[config.mk]
export PLATFORM = sky130hd
export DESIGN_NAME = multibuffer_write_arbiter
export DESIGN_NICKNAME = d
export VERILOG_FILES = /design/src/rtl/multibuffer_write_arbiter.sv
export SDC_FILE = /design/constraint.sdc
export NUM_CORES = 1
export LEC_CHECK = 0
export ABC_AREA = 1
export BUFFER_PORTS_ARGS = -buffer_cell sky130_fd_sc_hd__clkbuf_2
export CORE_AREA = 10 10 243 245
export DETAILED_ROUTE_END_ITERATION = 8
export DIE_AREA = 0 0 253 255
export PLACE_DENSITY = 0.51
export RECOVER_POWER = 50
export SYNTH_ARGS = -nofsm -noshare
export SYNTH_HDL_FRONTEND = slang
export SYNTH_SLANG_ARGS = --single-unit
[constraint.sdc]
create_clock -name clk -period 3.4 [get_ports clk]
set_clock_uncertainty 0.1 [all_clocks]
set_input_delay 0 -clock clk [delete_from_list [all_inputs] [get_ports clk]]
set_output_delay 0 -clock clk [all_outputs]
set_load 0.03 [all_outputs]
[src/rtl/multibuffer_write_arbiter.sv]
// Round-robin arbiter sharing the multibuffer_queue write port among NUM_REQ producers.
// Optional burst locking of the grant is enabled by defining BURST_LOCK_EN.
module multibuffer_write_arbiter #(
  parameter int NUM_REQ      = 4,
  parameter int Q_DATA_WIDTH = 128,
  parameter int ID_WIDTH     = 2,
  parameter int MAX_BURST    = 4
) (
  input  logic                              clk,
  input  logic                              rst,
  input  logic [NUM_REQ-1:0]                req_valid,
  input  logic [NUM_REQ*Q_DATA_WIDTH-1:0]   req_data,
  output logic [NUM_REQ-1:0]                req_ready,
  output logic                              q_write_en,
  output logic [Q_DATA_WIDTH-1:0]           q_data_in,
  input  logic                              q_waitrequest,
  output logic [ID_WIDTH-1:0]               grant_id
);

  localparam int unsigned NR = NUM_REQ;
  localparam int unsigned MB = MAX_BURST;
  localparam int unsigned IW = $clog2(NUM_REQ);

  if (NUM_REQ < 2 || NUM_REQ > 8 || ID_WIDTH < $clog2(NUM_REQ) ||
      MAX_BURST < 1 || MAX_BURST > 7) begin : g_bad_params
    $error("multibuffer_write_arbiter: illegal parameter combination");
  end

  logic [Q_DATA_WIDTH-1:0] req_data_a [NUM_REQ];

  for (genvar g = 0; g < NUM_REQ; g++) begin : g_unpack
    assign req_data_a[g] = req_data[g*Q_DATA_WIDTH +: Q_DATA_WIDTH];
  end

  logic                    q_write_en_q, q_write_en_d;
  logic [Q_DATA_WIDTH-1:0] q_data_in_q,  q_data_in_d;
  logic [ID_WIDTH-1:0]     grant_id_q,   grant_id_d;
  logic [IW-1:0]           last_grant_q, last_grant_d;

`ifdef BURST_LOCK_EN
  logic [2:0]              burst_cnt_q,  burst_cnt_d;
`endif

  logic                    out_free;
  logic                    found;
  logic                    transfer;
  logic [IW-1:0]           winner;
  logic [IW-1:0]           sel;
  int unsigned             idx;

  always_comb begin
    out_free = !q_write_en_q || !q_waitrequest;
    found    = 1'b0;
    winner   = '0;
    sel      = '0;
    idx      = 0;

`ifdef BURST_LOCK_EN
    // An active burst keeps the grant until the owner drops valid or hits MAX_BURST.
    if (req_valid[last_grant_q] && burst_cnt_q != '0 && 32'(burst_cnt_q) < MB) begin
      found  = 1'b1;
      winner = last_grant_q;
    end
`endif

    for (int unsigned i = 0; i < NR; i++) begin
      idx = (32'(last_grant_q) + 1 + i) % NR;
      sel = IW'(idx);
      if (!found && req_valid[sel]) begin
        found  = 1'b1;
        winner = sel;
      end
    end

    transfer  = out_free && found;
    req_ready = '0;
    if (transfer && !rst) begin
      req_ready[winner] = 1'b1;
    end

    q_write_en_d = q_write_en_q;
    q_data_in_d  = q_data_in_q;
    grant_id_d   = grant_id_q;
    last_grant_d = last_grant_q;

    if (transfer) begin
      q_write_en_d = 1'b1;
      q_data_in_d  = req_data_a[winner];
      grant_id_d   = ID_WIDTH'(winner);
      last_grant_d = winner;
    end else if (q_write_en_q && !q_waitrequest) begin
      q_write_en_d = 1'b0;
    end

`ifdef BURST_LOCK_EN
    burst_cnt_d = burst_cnt_q;
    if (transfer) begin
      if (winner == last_grant_q && 32'(burst_cnt_q) < MB) begin
        burst_cnt_d = burst_cnt_q + 3'd1;
      end else begin
        burst_cnt_d = 3'd1;
      end
    end
`endif
  end

  always_ff @(posedge clk or posedge rst) begin
    if (rst) begin
      q_write_en_q <= 1'b0;
      q_data_in_q  <= '0;
      grant_id_q   <= '0;
      last_grant_q <= IW'(NR - 1);
`ifdef BURST_LOCK_EN
      burst_cnt_q  <= '0;
`endif
    end else begin
      q_write_en_q <= q_write_en_d;
      q_data_in_q  <= q_data_in_d;
      grant_id_q   <= grant_id_d;
      last_grant_q <= last_grant_d;
`ifdef BURST_LOCK_EN
      burst_cnt_q  <= burst_cnt_d;
`endif
    end
  end

  assign q_write_en = q_write_en_q;
  assign q_data_in  = q_data_in_q;
  assign grant_id   = grant_id_q;

endmodule

# Word level (Yosys, flattened, before mapping)
# Cells that the tools add are included.
[classes]
n_reduce_logical = 15
n_bitwise = 1
add_sub_neg = 4
magnitude_cmp = 7
mux = 24
[op_table]
columns = ["op", "count"]
rows = [
  ["binary-select mux 128 bit (select 2 bit)", 1],
  ["two-way mux 128 bit", 2],
  ["< comparator 2 x 3 -> 1 bit (second input constant)", 5],
  ["two-way mux 1 bit", 11],
  ["binary-select mux 1 bit (select 2 bit)", 4],
  ["two-way mux 2 bit", 4],
  ["logical AND 1 bit", 7],
  ["zero test 1 bit", 6],
  ["adder 2 x 1 -> 2 bit (second input constant)", 2],
  ["adder 2 bit (second input constant)", 2],
  ["two-way mux 4 bit", 1],
  ["greater-or-equal comparator 3 bit (second input constant)", 1],
  ["inverter 2 -> 3 bit", 1],
  ["demux 1 bit (select 2 bit)", 1],
  ["greater-or-equal comparator 2 x 1 -> 1 bit (second input constant)", 1],
  ["nonzero test 2 bit", 1],
  ["logical OR 1 bit", 1],
]
[word_totals]
reg_bits = 133
wordCells = 55
output_inout_bits = 135

# Longest topological paths before layout
# Gate-level depths: netlist (run 1).
[depth]
depth_word = 18
mapped_depth = 18
ltp_nobuf = 15

# Worst setup path before layout (run 1)
# Ideal clock, no wire load.
[synth_path]
kind = "input-to-output"
from = "in rst"
to = "out req_ready[0]"
path_buffers = 0
arrival_time_ns = 4.036
cell_stages = 3
path_slack_ns = -0.736
path_cell_list = "inv_1 nand2_1 nor3_1"
[synth_via]
elab_chain_cells = 3
[synth_rtl]
columns = ["item", "line", "source"]
rows = [
  ["from (decl)", "10", "input logic rst,"],
  ["zero test 1 bit (no source line)", "n/a", ""],
  ["logical AND 1 bit", "77", "if (transfer && !rst) begin"],
  ["two-way mux 4 bit", "77", ""],
  ["to (decl)", "13", "output logic [NUM_REQ-1:0] req_ready,"],
]
# No other way between the ends.

# Final worst setup path (run 1)
[layout_path]
from = "reg last_grant_q[0]"
to = "reg q_data_in_q[97] (netlist: q_data_in[97])"
[layout_via]
elab_chain_cells = 17
word_cells_on_any_way = 31
classes_between = "4 x add/sub; 19 x mux; 1 x bitwise; 7 x reduce/logical"
[layout_rtl]
columns = ["item", "line", "source"]
rows = [
  ["from (decl)", "38", "logic [IW-1:0] last_grant_q, last_grant_d;"],
  ["from (signal assigned)", "112", "last_grant_q <= IW'(NR - 1);"],
  ["from (signal assigned)", "120", "last_grant_q <= last_grant_d;"],
  ["adder 2 x 1 -> 2 bit *", "67", "idx = (32'(last_grant_q) + 1 + i) % NR;"],
  ["branches (longest 16 deep; another with adder 2 x 1 -> 2 bit)", "n/a", ""],
  ["to (signal assigned)", "118", "q_data_in_q <= q_data_in_d;"],
  ["to (decl)", "36", "logic [Q_DATA_WIDTH-1:0] q_data_in_q, q_data_in_d;"],
]
# Mark *: on every way between the ends. The select of a mux whose other input is x is not followed.
# A chain may end at the register's enable or synchronous reset.

==> results of run 1 <==
[cell usage in the layout, fill, tap and decap left out, drive strengths merged]
cell | netlist | layout
nand2 | 1329 | 1329
clkbuf | 31 | 682
dlygate4sd3 | 0 | 504
nand3 | 268 | 268
dfrtp | 131 | 131
buf | 111 | 49
inv | 12 | 11
clkinv | 0 | 5
nor2 | 5 | 5
nor3 | 4 | 4
clkinvlp | 0 | 4
o21ai | 3 | 3
diode | 0 | 2
dfstp | 2 | 2
nand4 | 1 | 1
nand3b | 1 | 1
bufinv | 0 | 1
[final cells by class]
| cell class | count | area [um^2] | area share [%] |
|---|---|---|---|
| multi-input cells | 1611 | 6487 | 32.00 |
| flip-flops and latches | 133 | 3334 | 16.45 |
| well taps | 704 | 880.8 | 4.345 |
| clock buffers | 22 | 454.2 | 2.240 |
| clock inverters | 9 | 81.33 | 0.4012 |
| inverters | 12 | 51.30 | 0.2531 |
| repair buffers | 1213 | 8977 | 44.28 |
| diodes | 2 | 5.005 | 0.02469 |
[Yosys cell counts, drive strengths merged]
master,count
nor2,5
inv,12
dfstp,2
clkbuf,31
nand3b,1
buf,111
nand2,1329
nor3,4
dfrtp,131
nand3,268
o21ai,3
nand4,1
[per-stage QoR]
step | utilization (%) | hold slack, ns | cells
finish | 37.23 | -0.04381 | 3706
global route | 37.22 | 0.06541 | 3704
CTS | 37.01 | 0.007642 | 3688
detailed placement | 26.76 | 0.03579 | 3153
global placement | 26.76 | 0.03121 | 3153
floorplan | - | 0.03572 | 1898
[kinds of logic after synthesis]
group	share of synthesized area, %
and+or+nand+nor	61.00
AOI/OAI and AO/OA	0.1777
DFF	31.53
buffers and inverters	7.285
[critical path: stages (launching register included)]
cell and delay, ns:
dfstp_4 0.64, buf_4 0.17, nand2_1 0.09, nand3_1 0.10, nand2_2 0.11, nor2_8 0.16
nand4_4 0.18, nand3_4 0.18, buf_4 0.15, buf_16 0.19, nand2_1 0.17, nand2_1 0.09
dlygate4sd3_1 0.55, nand2_1 0.06, nand2_1 0.07, nand2_1 0.05, nand2_1 0.06
[routing by layer]
metal / share of wire [%] / GRT usage (%)
met5: 0.040 / 0
met4: 4.0 / 8.517
met3: 8.5 / 5.655
met2: 48 / 31.47
met1: 39 / 20.55
[flip-flops by register name, summed over array words and instances, names as in the netlist]
signal / flops
last_grant_q: 2
q_write_en: 1
q_data_in: 128
grant_id: 2
[worst paths after layout]
path                                      end  slack (ns)            start
min in group asynchronous        q_data_in[8]        0.29              rst
worst max register to register  q_data_in[97]        0.19  last_grant_q[0]
worst min-delay path            q_data_in[60]       -0.04    req_data[444]
worst max-delay path            q_data_in[97]        0.19  last_grant_q[0]
worst min register to register  q_data_in[35]        0.38    q_data_in[35]
max in group asynchronous       q_data_in[83]        0.62              rst
[power by group]
group          leakage [nW]  internal, mW  switching (mW)
clock network         0.256          1.01           0.743
registers              1.65          2.47           0.458
logic                  9.61          8.69            12.3
[repair_timing]
action,4_1_cts,5_1_grt
resized for setup,0,7
setup buffers,0,11
hold buffers,504,0
endpoints found under the setup margin,0,120
hold endpoints to repair,161,0
==> qor.csv, run 1 <==
metric,value,unit
H-tree depth,4,
Post-DP Area,14570,um^2
most area-consuming cells after synthesis,"nand2_1 (47%), dfrtp_1 (31%), nand3_1 (13%)",
final hold violation count,1,
first-pass GRT wire length,93.03,mm
vias in the first global route,16394,
Die Y-Extent,255,um
GRT overflow,0,
worst-case reg-to-reg path depth,16,
Total GRT Usage,18.35,%
Critical Path RT,3.71,ns
Worst Hold Path Cells,7,
status,"complete, but fails checks",
Syn Area/Cell,5.565,um^2
Mapped Cells,1898,
Longest Clk Path Bufs,2,
routability cong.,0.9147,
setup tns final,0,ns
pwr/cell area,1268,nW/um^2
initial antenna violation count,3,
drt total wl,63.09,mm
crit path launch type,register,
area of the core,54450,um^2
Crit. End Element,register,
Synth warnings,0,
Nets,3507,
Worst Slack Setup Final,0.1882,ns
CTS root buffer,clkbuf_16,
die area,64520,um^2
critical path type,register to register,
area fraction of the dominant cell type after synthesis,47.01,%
Leak Pwr,11.52,nW
fill count,5827,
num rows,86,
Final Max Tran Viols,65,
CP max FO,41,
worst-skew pair later-pin latency,0.46,ns
Netlist cell types,22,
Setup WS pre-CTS,0.5353,ns
CTS tree,done,
hold crit path type,input pin to register,
Antenna Nets Post-Route,0,
Syn Nets,2417,
DRT iter0 DRCs,915,
Tcrit/Tclk final,94.47,%
total CTS buffers,17,
post-synthesis sequential area ratio,31.53,%
"IR drop worst, VDD",771.0,uV
WL/cell,17.02,um
Sinks on Clock Net,133,
via count,16243,
failing checks,"negative hold slack, max-capacitance violations, max-slew violations",
DR vias/cell,4.383,
synthesized cell area,10560,um^2
"CTS clk-pin slew, worst paths",0.06,ns
Worst Max-Slew Pin Slew,1.752,ns
DP HPWL,43.14,mm
WP data arrival,3.52,ns
Overall Power,25.70,mW
I/O pin cnt,654,
relative slew slack,-16.80,%
worst hold slack,-0.04381,ns
# setup viols final,0,
share of layout cells above drive strength 1,21.23,%
PortBufs,653,
largest net degree at the start of global routing,104,
Max-Cap Viols,1,
post-route DRC violation count,0,
Die Width,253,um
DRT Pass-1 Iters,6,
Initial Util,19.40,%
Final Cell Area,20270,um^2
area grow syn2layout,91.92,%
Synth Register Bits,133,
fin crit period,3.212,ns
fmax,0.3113,GHz
biggest area consumer among synthesized cells,nand2_1,
(Power assumes the default switching activity.)
==> inputs of run 2 (changes only) <==
==> constraint.sdc (replaced) <==
create_clock -name clk -period 3.4 [get_ports clk]
set_clock_uncertainty 0.1 [all_clocks]
set_input_delay 0.17 -clock clk [delete_from_list [all_inputs] [get_ports clk]]
set_output_delay 0.17 -clock clk [all_outputs]
set_load 0.03 [all_outputs]
==> qor.csv, run 2 (synthesis results as in run 1) <==
metric,value,unit
Tcrit/Tclk final,92.09,%
CTS root buffer,clkbuf_16,
initial antenna violation count,5,
WL/cell,17.13,um
Sinks on Clock Net,133,
pwr/cell area,1279,nW/um^2
DP HPWL,42.48,mm
Final Max Tran Viols,102,
CTS tree,done,
largest net degree at the start of global routing,123,
Leak Pwr,10.92,nW
RR Endpoint,q_data_in[38],
hold wc startpoint,req_data[275],
DRT Pass-1 Iters,5,
CP max FO,71,
Critical Path RT,3.13,ns
worst r2r src,last_grant_q[1],
crit path from,last_grant_q[1],
"CTS clk-pin slew, worst paths",0.06,ns
Largest register FFs,128,
first-pass GRT wire length,88.56,mm
post-route DRC violation count,0,
Worst Max-Slew Pin Slew,1.906,ns
routability cong.,0.9092,
share of layout cells above drive strength 1,22.35,%
drt total wl,60.91,mm
Initial Util,19.40,%
vias in the first global route,15325,
"IR drop worst, VDD",857.3,uV
I/O pin cnt,654,
worst-skew pair later-pin latency,0.47,ns
RSZ-0062 raised after global routing,false,
PortBufs,653,
DRT iter0 DRCs,857,
worst-case reg-to-reg path depth,17,
Total GRT Usage,17.78,%
final hold violation count,0,
# setup viols final,0,
GRT overflow,0,
"commonest cells after routing, fill and taps aside","nand2_1 (1,322), clkbuf_2 (553), dlygate4sd3_1 (374), nand3_1 (267), dfrtp_1 (131)",
Post-Layout Cell Count,3555,
Crit. End Element,output port,
status,"complete, but fails checks",
DR vias/cell,4.348,
Final Cell Area,18820,um^2
Antenna Nets Post-Route,0,
die area,64520,um^2
num rows,86,
crit path launch type,register,
total CTS buffers,17,
Die Width,253,um
failing checks,"max-capacitance violations, max-slew violations",
Longest Clk Path Bufs,2,
crit path to,req_ready[1],
"most common cell after layout, fill and taps aside",nand2_1,
Max-Cap Viols,2,
setup tns final,0,ns
via count,15456,
H-tree depth,4,
r2r setup slk,0.27,ns
area grow syn2layout,78.18,%
Die Y-Extent,255,um
Nets,3357,
fin crit period,3.131,ns
critical path type,register to output port,
relative slew slack,-27.05,%
Final Core Density,34.57,%
fmax,0.3194,GHz
WP data arrival,2.86,ns
hold crit path type,input pin to register,
area of the core,54450,um^2
DP Cell Count,3140,
Post-DP Area,14460,um^2
==> run 2: changes by cell type in the layout (fill, tap and decap cells not counted), sizes merged <==
cell         change
buf             -18
clkinv           -4
dlygate4sd3    -130
diode            -1
bufinv           +3
clkbuf           -1
==> run 2: layer usage <==
metal | vias to the layer above | routed length [um] | GRT usage, %
met1 | 6958 | 23670 | 19.46
met5 | - | 37 | 0
li1 | 7742 | - | -
met4 | 6 | 2520 | 8.827
met2 | 642 | 29510 | 30.59
met3 | 108 | 5174 | 5.777
==> run 2: stage by stage <==
step | power [mW] | setup slack (ns) | hold slack, ns
floorplan | 14.27 | 0.3927 | 0.2057
global placement | 18.99 | 0.5332 | 0.2601
detailed placement | 19.03 | 0.5306 | 0.2565
CTS | 23.99 | 0.007658 | 0.0003350
global route | 26.51 | 0.02122 | 0.04911
finish | 24.08 | 0.2689 | 0.03740
==> run 2: power by group <==
part	switching [mW]	internal (mW)	total (mW)
combinational	11.8	7.27	19.1
sequential	0.464	2.47	2.93
clock	0.767	1.28	2.04
==> run 2: cell type report <==
class / count / area (um^2)
diodes: 1 / 2.502
clock buffers: 23 / 478.0
clock inverters: 8 / 147.6
fillers: 5998 / 35630
inverters: 12 / 51.30
multi-input cells: 1611 / 6487
flip-flops and latches: 133 / 3331
well taps: 704 / 880.8
repair buffers: 1063 / 7442
==> run 2: how the worst min path moves through the flow <==
stage | cells past startpoint | end | slack [ns]
final | 7 | q_data_in[19] | 0.04
after CTS | 7 | q_data_in[4] | 0.0003
after global routing | 7 | q_data_in[111] | 0.05
after global placement | 3 | q_data_in[2] | 0.26
after floorplan | 2 | q_write_en | 0.21
after detailed placement | 3 | q_data_in[125] | 0.26
==> run 2: critical path, stage by stage (launching register included) <==
cell,delay [ns]
dfstp_2,0.60
inv_2,0.11
nand2_1,0.08
nand2_1,0.10
nand2_2,0.10
nand2_4,0.07
nor2_8,0.12
nand4_4,0.17
nand3_4,0.21
buf_12,0.28
inv_1,0.09
nor3_1,0.17
clkbuf_2,0.23
==> run 2: timing repair <==
action,CTS,global route
resized for setup,0,3
hold buffers,374,0
hold endpoints to repair,220,0
buffers inserted,0,6
setup endpoints to repair,0,95
==> inputs of run 3 (changes only) <==
--- a/config.mk
+++ b/config.mk
@@ -11,7 +11,7 @@
 export DETAILED_ROUTE_END_ITERATION = 8
 export DIE_AREA = 0 0 253 255
 export PLACE_DENSITY = 0.51
-export RECOVER_POWER = 50
+export SETUP_SLACK_MARGIN = 0.5
 export SYNTH_ARGS = -nofsm -noshare
 export SYNTH_HDL_FRONTEND = slang
 export SYNTH_SLANG_ARGS = --single-unit
==> qor.csv, run 3 (synthesis results as in run 1) <==
metric,value,unit
Sinks on Clock Net,133,
Worst Max-Slew Pin Slew,0.7018,ns
# setup viols final,0,
relative slew slack,53.21,%
Max-Cap Viols,0,
Final Max Tran Viols,0,
Critical Path RT,3.13,ns
setup tns final,0,ns
worst-skew pair later-pin latency,0.45,ns
worst-case reg-to-reg path depth,16,
vias in the first global route,15003,
worst r2r src,last_grant_q[0],
drt total wl,60.36,mm
DP HPWL,42.45,mm
final hold violation count,0,
PortBufs,653,
H-tree depth,4,
total CTS buffers,17,
Multi-input gate area,6521,um^2
pwr/cell area,1292,nW/um^2
I/O pin cnt,654,
Longest Clk Path Bufs,2,
area of the core,54450,um^2
GRT overflow,0,
Total GRT Usage,17.29,%
Initial Util,19.40,%
Reg area,3331,um^2
largest net degree at the start of global routing,132,
"commonest cells after routing, fill and taps aside","nand2_1 (1,318), clkbuf_2 (649), nand3_1 (267), dlygate4sd3_1 (204), dfrtp_1 (131)",
Tcrit/Tclk final,81.29,%
via count,14640,
CP max-delay cell,dfstp_2,
DR vias/cell,4.298,
hold wc startpoint,req_data[394],
WHS Endpoint,q_data_in[10],
"IR drop worst, VDD",831.4,uV
crit path launch type,register,
share of layout cells above drive strength 1,28.44,%
die area,64520,um^2
Nets,3206,
Die Y-Extent,255,um
Crit. End Element,output port,
critical path type,register to output port,
Die Width,253,um
Leak Pwr,10.66,nW
initial antenna violation count,1,
"most common cell after layout, fill and taps aside",nand2_1,
Final Core Density,32.34,%
Worst path most repeated cell,nand2_2,
status,completed,
area grow syn2layout,66.69,%
fmax,0.3618,GHz
fill count,6105,
post-route DRC violation count,0,
CTS root buffer,clkbuf_16,
Worst Hold Path Cells,7,
WL/cell,17.72,um
Antenna Nets Post-Route,0,
num rows,86,
first-pass GRT wire length,86.94,mm
CTS tree,done,
CP max FO,20,
Largest register FFs,128,
DRT Pass-1 Iters,7,
fin crit period,2.764,ns
RSZ-0062 raised after global routing,true,
WP data arrival,2.49,ns
Max stage delay on crit path,0.56,ns
RR Endpoint,q_data_in[97],
DRT iter0 DRCs,813,
hold crit path type,input pin to register,
worst path cell trace,buf_4 -> nand2_1 -> nand2_2 -> nand2_1 -> nand2_2 -> inv_2 -> nand3b_1 -> nand2_4 -> inv_6 -> nand2_2 -> nor3_1 -> clkbuf_4,
r2r setup slk,0.67,ns
routability cong.,0.8966,
"CTS clk-pin slew, worst paths",0.07,ns
==> run 3: changes by cell type in the layout (fill, tap and decap cells not counted), sizes merged, moves of 2 or more <==
cell         delta
bufbuf          +2
inv             +2
buf            +20
dlygate4sd3   -170
clkbuf          -5
==> run 3: worst max-delay path, delay by kind of cell (launching register included) <==
family | cells | cell delay, ns
AND/OR/NAND/NOR | 8 | 0.88
flip-flops | 1 | 0.56
buffers and inverters | 4 | 0.60
==> run 3: per-layer routing <==
| metal | vias up | share of wire, % | wire length (um) | global-route usage (%) |
|---|---|---|---|---|
| met2 | 582 | 48 | 29220 | 29.88 |
| met5 | - | 0 | 0 | 0 |
| li1 | 7438 | - | - | - |
| met3 | 93 | 7.1 | 4314 | 5.086 |
| met4 | 0 | 3.7 | 2255 | 7.760 |
| met1 | 6527 | 41 | 24570 | 19.44 |
==> run 3: layout make-up <==
cell class,count,share of cell area [%]
multi-input combinational,1611,37.04
timing repair buffer,912,34.92
sequential,133,18.92
tap,704,5.003
clock buffer,21,2.615
clock inverter,11,1.116
inverter,12,0.3624
antenna,2,0.02843
==> run 3: what timing repair did <==
action | CTS | global route
pin swaps | 3 | 8
gates resized for setup | 12 | 17
endpoints found under the setup margin | 4 | 19
setup buffers | 8 | 9
hold buffers | 204 | 0
endpoints found under the hold margin | 125 | 0
gates cloned | 2 | 5
==> run 3: worst max-delay path by stage <==
stage / startpoint / slack (ns) / endpoint
floorplan: rst / 0.43 / req_ready[1]
global placement: last_grant_q[0] / 0.52 / q_data_in[26]
detailed placement: last_grant_q[0] / 0.55 / q_data_in[26]
CTS: last_grant_q[1] / 0.50 / req_ready[3]
global route: last_grant_q[0] / 0.43 / q_data_in[62]
finish: last_grant_q[0] / 0.64 / req_ready[1]
==> run 3: power breakdown <==
part | total, mW | internal (mW) | switching (mW)
Sequential | 2.92 | 2.46 | 0.455
Clock | 2.15 | 1.35 | 0.809
Combinational | 17.7 | 5.77 | 11.9
Total | 22.7 | 9.58 | 13.2
==> run 3: metrics by stage <==
| stage | instances | instance area [um^2] | setup slack, ns | power, mW | hold WS (ns) |
|---|---|---|---|---|---|
| finish | 3406 | 17610 | 0.6362 | 22.74 | 0.03206 |
| detailed placement | 3144 | 14470 | 0.5548 | 19.17 | 0.2257 |
| floorplan | 1898 | 10570 | 0.4265 | 14.27 | 0.2057 |
| global placement | 3144 | 14470 | 0.5168 | 19.17 | 0.2305 |
| CTS | 3390 | 17350 | 0.4967 | 22.24 | 0.00003764 |
| global route | 3405 | 17600 | 0.4323 | 24.99 | 0.03403 |
